$ cat src/rtl/serializador_pkg.sv
// serializador_pkg: shared state type and constants for the byte serializer.
// Optional HOLD support is selected with SERIALIZADOR_TX_HOLD_EN.
package serializador_pkg;

    localparam int BYTE_W = 8;
    localparam int CNT_W  = $clog2(BYTE_W);

    typedef enum logic [2:0] {
        IDLE,
        HOLD,
        BIT_HI,
        BIT_LO,
        GAP
    } ser_state_t;

    function automatic int max_int(input int a, input int b);
        return (a > b) ? a : b;
    endfunction

endpackage

$ cat src/rtl/ser_timer.sv
// ser_timer: loadable down-counter; expire is high while the count sits at zero.
// A phase of N cycles is timed by loading N-1 on entry.
import serializador_pkg::*;

module ser_timer #(
    parameter int W = 4
) (
    input  logic         clk,
    input  logic         rst_n,
    input  logic         load,
    input  logic [W-1:0] value,
    output logic         expire
);

    logic [W-1:0] count;

    always_ff @(posedge clk or negedge rst_n) begin
        if (!rst_n) begin
            count <= '0;
        end else if (load) begin
            count <= value;
        end else if (count != '0) begin
            count <= count - W'(1);
        end
    end

    assign expire = (count == '0);

endmodule

$ cat src/rtl/serializador.sv
// serializador: MSB-first byte transmitter with per-bit write strobe and byte gap.
// Define SERIALIZADOR_TX_HOLD_EN to defer transmission while status_busy is high.
import serializador_pkg::*;

module serializador #(
    parameter int HALF_PERIOD = 10,
    parameter int BYTE_GAP    = 20
) (
    input  logic              clock1MHz,
    input  logic              reset,
    input  logic [BYTE_W-1:0] data_in,
    input  logic              load,
    input  logic              status_busy,
    output logic              ready,
    output logic              data_serial,
    output logic              write_serial,
    output logic              done
);

    localparam int TW = $clog2(max_int(HALF_PERIOD, BYTE_GAP) + 1);
    localparam logic [TW-1:0] HP_M1 = TW'(HALF_PERIOD - 1);
    localparam logic [TW-1:0] BG_M1 = TW'((BYTE_GAP > 0) ? BYTE_GAP - 1 : 0);
    localparam logic [CNT_W-1:0] LAST_BIT = CNT_W'(BYTE_W - 1);

    ser_state_t        state;
    logic [BYTE_W-1:0] shift;
    logic [CNT_W-1:0]  bit_cnt;
    logic              tmr_load;
    logic [TW-1:0]     tmr_value;
    logic              tmr_expire;

`ifndef SERIALIZADOR_TX_HOLD_EN
    logic unused_busy;
    assign unused_busy = status_busy;
`endif

    // Timer is preloaded while waiting, and reloaded on every phase change.
    always_comb begin
        tmr_load  = tmr_expire || (state == IDLE) || (state == HOLD);
        tmr_value = HP_M1;
        if (state == BIT_LO && bit_cnt == LAST_BIT) begin
            tmr_value = BG_M1;
        end
    end

    ser_timer #(
        .W(TW)
    ) u_timer (
        .clk   (clock1MHz),
        .rst_n (reset),
        .load  (tmr_load),
        .value (tmr_value),
        .expire(tmr_expire)
    );

    // Outputs follow the state one cycle later; ready low in IDLE marks the done cycle.
    always_ff @(posedge clock1MHz or negedge reset) begin
        if (!reset) begin
            state        <= IDLE;
            shift        <= '0;
            bit_cnt      <= '0;
            ready        <= 1'b1;
            data_serial  <= 1'b0;
            write_serial <= 1'b0;
            done         <= 1'b0;
        end else begin
            done <= 1'b0;
            unique case (state)
                IDLE: begin
                    write_serial <= 1'b0;
                    data_serial  <= 1'b0;
                    if (!ready) begin
                        ready <= 1'b1;
                        done  <= 1'b1;
                    end else if (load) begin
                        ready   <= 1'b0;
                        shift   <= data_in;
                        bit_cnt <= '0;
`ifdef SERIALIZADOR_TX_HOLD_EN
                        state <= status_busy ? HOLD : BIT_HI;
`else
                        state <= BIT_HI;
`endif
                    end
                end
`ifdef SERIALIZADOR_TX_HOLD_EN
                HOLD: begin
                    write_serial <= 1'b0;
                    data_serial  <= 1'b0;
                    if (!status_busy) begin
                        state <= BIT_HI;
                    end
                end
`endif
                BIT_HI: begin
                    write_serial <= 1'b1;
                    data_serial  <= shift[BYTE_W-1];
                    if (tmr_expire) begin
                        state <= BIT_LO;
                    end
                end
                BIT_LO: begin
                    write_serial <= 1'b0;
                    data_serial  <= shift[BYTE_W-1];
                    if (tmr_expire) begin
                        shift   <= {shift[BYTE_W-2:0], 1'b0};
                        bit_cnt <= bit_cnt + CNT_W'(1);
                        if (bit_cnt != LAST_BIT) begin
                            state <= BIT_HI;
                        end else if (BYTE_GAP > 0) begin
                            state <= GAP;
                        end else begin
                            state <= IDLE;
                        end
                    end
                end
                GAP: begin
                    write_serial <= 1'b0;
                    data_serial  <= 1'b0;
                    if (tmr_expire) begin
                        state <= IDLE;
                    end
                end
                default: begin
                    state <= IDLE;
                end
            endcase
        end
    end

endmodule

$ cat config.mk
export PLATFORM = sky130hd
export DESIGN_NAME = serializador
export DESIGN_NICKNAME = d
export VERILOG_FILES = /design/src/rtl/serializador_pkg.sv /design/src/rtl/ser_timer.sv /design/src/rtl/serializador.sv
export SDC_FILE = /design/constraint.sdc
export NUM_CORES = 1
export LEC_CHECK = 0
export ABC_AREA = 0
export CORE_ASPECT_RATIO = 1.25
export CORE_MARGIN = 3
export CORE_UTILIZATION = 46
export CTS_BUF_LIST = sky130_fd_sc_hd__clkbuf_2 sky130_fd_sc_hd__clkbuf_4 sky130_fd_sc_hd__clkbuf_8
export DETAILED_ROUTE_END_ITERATION = 10
export GPL_ROUTABILITY_DRIVEN = 0
export PLACE_DENSITY = 0.69
export SKIP_CTS_REPAIR_TIMING = 1
export SYNTH_ARGS = -nofsm -noshare
export SYNTH_HDL_FRONTEND = slang
export SYNTH_SLANG_ARGS = --single-unit
export TNS_END_PERCENT = 50
$ cat constraint.sdc
create_clock -name clock1MHz -period 3.13 [get_ports clock1MHz]
set_input_delay 0.626 -clock clock1MHz [delete_from_list [all_inputs] [get_ports clock1MHz]]
set_output_delay 0.626 -clock clock1MHz [all_outputs]
set_load 0.01 [all_outputs]
* After elaboration in Yosys (flattened, before gate mapping)
Index checks and enable logic that the tools add are counted.
** Word-level totals
- Input bits :: 12
- Register bits :: 23
- Word-level logic and storage cells :: 60
** Cells by class
- Add/subtract/negate cells :: 2
- Multiplexer cells :: 24
- Reduce and logical (&&, ||, !) cells :: 15
- Equality and inequality tests :: 11
** Operator list (number)
- $mux W3 :: 9
- $mux W8 :: 3
- $pmux W8 S2 :: 1
- $mux W5 :: 3
- $pmux W3 S4 :: 1
- $ne A2 B2 Y1 const B :: 5
- $reduce_bool A2 Y1 :: 4
- $eq A3 B2 Y1 const B :: 2
- $eq A3 B3 Y1 const B :: 2
- $pmux W3 S2 :: 1
- $logic_not A5 Y1 :: 1
- $reduce_and A5 Y1 :: 1
- $reduce_bool A5 Y1 :: 1
- $sub A5 B1 Y5 const B :: 1
- $mux W1 :: 4
- $pmux W1 S2 :: 2
- $reduce_and A4 Y1 :: 1
- $reduce_or A2 Y1 :: 2
- $add A3 B1 Y3 const B :: 1
- $eq A3 B1 Y1 const B :: 1
- $logic_not A3 Y1 :: 1
- $ne A3 B3 Y1 const B :: 1
- $reduce_or A3 Y1 :: 1
- $logic_or A1 B1 Y1 :: 2
- $logic_and A1 B1 Y1 :: 1

* Depth between registers and ports, before layout
Gate-level depths: netlist (run 1).
- Depth after elaboration :: 4
- Depth in mapped cells :: 6
- Mapped depth without buffers :: 5

* Hierarchy
A second synthesis (run 1) with hierarchy kept.
** Unflattened totals
- Cell total of the unflattened synthesis :: 107
- Area total of the unflattened synthesis :: 1249.9 sq um
** Modules (own cells, without submodules)
- serializador :: area each 970.9 sq um, sequential area each 451.7 sq um, cells each 80, instances 1
- ser_timer :: area each 279.0 sq um, sequential area each 125.1 sq um, cells each 27, instances 1

* Worst setup path before layout (run 1)
Ideal clock, no wire load.
- Path type :: reg-to-reg
- Start :: reg u_timer.count[0]
- End :: reg shift[2]
- Data required time :: 3.007 ns
- Slack :: 1.364 ns
- Arrival time :: 1.643 ns
- Clock period less this slack :: 1.766 ns
- Cell stages (with the launch flop) :: 7
- Path buffers :: 1
- Setup time :: 0.123 ns
- Cells stage by stage :: dfrtp_1 > inv_1 > ha_1 > or4b_1 > buf_6 > or3_1 > o221a_2
** On the way
- Cells in the longest elaborated chain, start to end :: 3
** Ends and longest elaborated chain
- start, declared :: line ser_timer.sv:15 : logic [W-1:0] count;
- start signal, assigned :: line ser_timer.sv:21 : count <= value;
- start signal, assigned :: line ser_timer.sv:23 : count <= count - W'(1);
- $logic_not A5 Y1 :: line ser_timer.sv:27 : assign expire = (count == '0);
- $ne A2 B2 Y1 (no line)
- $reduce_and A4 Y1 (no line)
- end signal, assigned :: line serializador.sv:77 : shift <= data_in;
- end signal, assigned :: line serializador.sv:106 : shift <= {shift[BYTE_W-2:0], 1'b0};
- end, declared :: line serializador.sv:26 : logic [BYTE_W-1:0] shift;
No other way between the ends.
A chain may end at the register's enable or synchronous reset.

* Worst setup path after layout (run 1)
- Start :: reg ready
- End :: out ready
** RTL lines
- start, declared :: line serializador.sv:14 : output logic ready,
- start signal, assigned :: line serializador.sv:62 : ready <= 1'b1;
- start signal, assigned :: line serializador.sv:73 : ready <= 1'b1;
- start signal, assigned :: line serializador.sv:76 : ready <= 1'b0;
No word-level cell between the ends.

==> results.cfg, run 1 <==
[detailed_routing]
post-route-drc-count = 0
wl_met2_um = 1024
vias = 790
wire_per_inst_um = 14.43
drtAntennaViolNets = 0
wl_um = 2035
firstDrtPassIters = 4
drtIter0Drc = 16
vias_per_cell = 5.603
routed.top_layer = met4
wl_met1_um = 894
met3WireLength_um = 82

[yosys]
syn_inst = 95
avgSynthCellArea_um2 = 11.39
synth.net_count = 110
yosysSeqAreaShare_pct = 53.29
ys_ff_latch = 23
ys.flop_type = dfrtp_1
yosys-top-cells-area = dfrtp_1, o221a_2, or3_1
async_flop_share_pct = 100.0
synth-edff-count = 0
synth.top_cells.by_count = dfrtp_1, o21ai_0, o221a_2, or3_1, inv_1
syn-cell-area_mm2 = 0.001082
yosys_warnings = 0
yosysTopAreaCell = dfrtp_1
synth.most_common_cell = dfrtp_1
synth.distinct_cells = 31
yosysTopAreaCellShare_pct = 50.87

[final_layout]
nets = 126
area_growth_pct = 17.92
regArea_um2 = 576.8
multi_input_area_um2 = 460.4
n_fill_cell = 185
final_util_pct = 57.73
post_layout_nonfiller_instances = 141
n_antenna_cell = 0
drive_gt1_share_pct = 16.36

[die]
io_pins = 16
dieArea_mm2 = 0.002974
start_util_pct = 48.95
rows = 19
core_area_mm2 = 0.002211
die_y_um = 60.23
fp.dieW_um = 49.39

[grt]
antenna_found_initial = 0
grt_pass1_vias = 802
grt_pass1_wl_um = 3477
grt_usage_pct = 15.74
grt-ovfl-total = 0
grt_max_degree = 24

[cts]
cts_tree = yes
cts_buffers = 3
cts.clk_slew.worst_paths_ns = 0.12
h-tree-depth = 1
cts_buffer_depth = 2
root_buffer = clkbuf_4
clkLatencyLatePin_ns = 0.31
clock_sinks = 23

[sta]
hold_ws_ns = 0.5182
setup_viol = 0
clock-skew-final_ns = 0.005663
rsz0062_at_grt = no
worst_pin_slew_ns = 0.6785
slew_viol_final = 0
min_period_over_period_pct = 65.84
fin_crit_ns = 2.061
fmax_mhz = 485.2
hold_viol_final = 0
tns_ns = 0
slew_headroom_pct = 54.65

[worst_setup_path]
timing.rr.end = shift[5]
cp_num_cells = 1
r2r_setup_slack_ns = 1.12
worstPathCellList = clkdlybuf4s50_1
critPathMaxFanout = 6
worstPathRequired_ns = 2.50
worstRegToRegCells = 5
critPathKind = reg2out
cp.buffers_inverters = 1
cp_slowest_cell = dfstp_2
reg2reg_from = u_timer.count[0]
cp-end-kind = output port
crit_arrival_ns = 1.43
slowest_delay_ns = 0.59
critical_path.top_delay_family = flip-flops
critPathLaunchType = flip-flop

[placed_design]
place_hpwl_um = 1449
place_inst = 137
port_buffers = 14

[outcome]
status = finished, final reports clean

[worst_hold_path]
hold-path-endpoint = bit_cnt[1]
holdCritPathClass = reg2reg
hold_depth = 1
holdCritStartpoint = bit_cnt[1]

[power]
vdd.ir_drop.worst_mv = 0.2327
pwr_density_cell_mw_per_mm2 = 361.0
leakage_uw = 0.0005517

[job]
drv_cap = 0
[cells in the final DEF, fill, tap and decap left out, types with 3 or more instances in the layout]
master	n
dfrtp_1	22
o21ai_0	7
nand2_1	5
nor2_1	4
clkdlybuf4s50_1	14
clkbuf_4	4
nand3_1	3
nor3_1	3
or3_1	7
inv_1	6
o221a_2	7
ha_1	3
[how the worst max path moves through the flow]
stage,to,slack [ns],startpoint
finish,ready,1.07,ready
CTS,ready,1.04,ready
detailed placement,shift[5],1.15,u_timer.count[0]
floorplan,shift[2],1.36,u_timer.count[0]
global placement,shift[5],1.17,u_timer.count[0]
global route,ready,1.01,ready
[state kept, by name (all words and copies together) (netlist names)]
name / flops
data_serial: 1
write_serial: 1
state: 3
bit_cnt: 3
ready: 1
done: 1
u_timer.count: 5
shift: 8
[cell families (layout without fill, tap and decap cells)]
group	count (synthesis)	count (layout)	share of synthesized area, %
compound gates	25	25	19.42
xor+xnor	3	3	2.428
fa+ha+maj	3	3	3.469
buf+inv	10	25	4.162
flops	23	23	53.30
mux	1	1	1.040
simple gates	30	30	16.18
[per-layer routing]
| metal | track usage [%] | vias to the layer above |
|---|---|---|
| met3 | 3.491 | 4 |
| met2 | 28.54 | 12 |
| met1 | 17.12 | 395 |
| met4 | 8.696 | 0 |
| li1 | - | 379 |
| met5 | 0 | - |
[power by group]
part | internal (µW) | switching (µW)
clock | 58.4 | 85.6
sequential | 297 | 0
combinational | 11.8 | 7.91
total | 367 | 93.5
[area by class of cell]
type,count,area share (%)
sequential,23,45.20
multi-input combinational,62,36.08
timing repair buffer,15,11.57
tap,31,3.039
clock buffer,4,2.353
inverter,6,1.765
[through the flow]
step | total power, µW | cell area [µm²] | worst slack (ns)
2_1_floorplan | 303.1 | 1082 | 1.364
3_3_place_gp | 322.6 | 1246 | 1.173
3_5_place_dp | 323.1 | 1246 | 1.151
4_1_cts | 468.2 | 1276 | 1.044
5_1_grt | 482.8 | 1276 | 1.012
6_report | 460.7 | 1276 | 1.069
Power figures use the tool's default switching activity.
==> run 2, diff against run 1 <==
clock period = 2.04 ns   (was 3.13 ns; I/O delays follow)
==> run 2 against run 1 <==
Against the previous run: clock skew barely moved; register-to-register slack lost 1.0 ns; power grew 50%; die area unchanged; sequential share of layout area down 0.44 points; worst setup slack got worse by 0.95 ns; final cell count increased by 1.4%; critical path type is now reg2reg; critical endpoint is now shift[6]; largest power group unchanged.
==> results.cfg, run 2 (synthesized netlist as in run 1, its figures left out) <==
[cts]
root_buffer = clkbuf_4
cts_buffers = 3
cts_tree = yes
cts.clk_slew.worst_paths_ns = 0.13
clkLatencyLatePin_ns = 0.31
clock_sinks = 23
cts_buffer_depth = 2
h-tree-depth = 1

[worst_setup_path]
crit_arrival_ns = 2.13
cp-end-kind = flip-flop
cp_slowest_cell = or4b_1
critPathLaunchType = flip-flop
worstPathCellList = inv_1 -> ha_1 -> or4b_1 -> or3_1 -> o221a_2
critPathKind = reg2reg
critPathMaxFanout = 10
slowest_delay_ns = 0.64
r2r_setup_slack_ns = 0.12
cp.buffers_inverters = 1
reg2reg_from = u_timer.count[0]
crit_start = u_timer.count[0]
critical_path.top_delay_family = simple AND/OR/NAND/NOR gates
worstPathRequired_ns = 2.25

[power]
vdd.ir_drop.worst_mv = 0.4647
pwr_density_cell_mw_per_mm2 = 537.0
leakage_uw = 0.0005619

[placed_design]
port_buffers = 14
place_hpwl_um = 1511

[sta]
hold_viol_final = 0
clock-skew-final_ns = 0.006155
worst_pin_slew_ns = 0.4536
fin_crit_ns = 1.920
rsz0062_at_grt = no
fmax_mhz = 520.9
setup_viol = 0
slew_headroom_pct = 69.68
min_period_over_period_pct = 94.11
tns_ns = 0
slew_viol_final = 0

[detailed_routing]
wire_per_inst_um = 14.71
vias = 785
wl_um = 2104
post-route-drc-count = 0
drtAntennaViolNets = 0
drtIter0Drc = 23
vias_per_cell = 5.490
firstDrtPassIters = 4

[grt]
grt_pass1_wl_um = 3760
grt_pass1_vias = 824
grt_max_degree = 24
grt-ovfl-total = 0
grt_usage_pct = 16.58
antenna_found_initial = 0

[final_layout]
largest_register_ffs = 8
final_common_cell = dfrtp_1
n_antenna_cell = 0
final_util_pct = 58.29
nets = 128
mostFrequentLayoutCells = dfrtp_1, clkdlybuf4s50_1, or3_1, o21ai_0, o221a_2
top_register = shift
top_regs = shift x8, u_timer.count x5
drive_gt1_share_pct = 17.86
area_growth_pct = 19.08

[die]
start_util_pct = 48.95
core_area_mm2 = 0.002211
io_pins = 16
fp.dieW_um = 49.39
die_y_um = 60.23
dieArea_mm2 = 0.002974
rows = 19

[outcome]
status = finished, final reports clean

[worst_hold_path]
holdCritPathClass = in2async

[job]
drv_cap = 0
==> run 2: metrics by stage <==
step | setup slack (ns) | cells | hold slack, ns | total power (µW) | area (µm²)
floorplan | 0.2741 | 95 | 0.1124 | 465.1 | 1082
detailed placement | 0.1026 | 139 | 0.4891 | 495.3 | 1261
CTS | 0.08376 | 143 | 0.4454 | 700.0 | 1289
finish | 0.1202 | 143 | 0.4383 | 692.0 | 1289
global placement | 0.1538 | 139 | 0.4799 | 495.0 | 1261
global route | 0.02259 | 143 | 0.4561 | 721.3 | 1289
==> run 2: path summary, 6_finish.rpt <==
kind | to | cells past startpoint
worst max-delay path | shift[6] | 5
min in group clock1MHz | bit_cnt[1] | 1
worst max register to register | shift[6] | 5
worst min register to register | bit_cnt[1] | 1
max in group asynchronous | ready | 2
worst min-delay path | shift[7] | 2
==> run 2: cell type report <==
type | instances | area (µm²)
clock inverters | 1 | 5.005
inverters | 6 | 22.52
well taps | 31 | 38.79
fillers | 208 | 922.1
flip-flops and latches | 23 | 576.8
multi-input cells | 62 | 460.4
clock buffers | 3 | 22.52
repair buffers | 17 | 162.7
==> run 2: where the power goes <==
part / internal [µW] / switching [µW] / leakage, µW
Sequential: 456 / 0 / 0.000297
Combinational: 18.0 / 11.9 / 0.000247
Clock: 73.2 / 133 / 0.0000177
==> run 2: per-layer routing <==
metal,vias up,part of all wire [%],GRT usage [%]
li1,383,-,-
met1,388,46,20.50
met3,2,3.9,3.491
met4,0,0.62,7.905
met2,12,50,27.78
met5,-,0,0
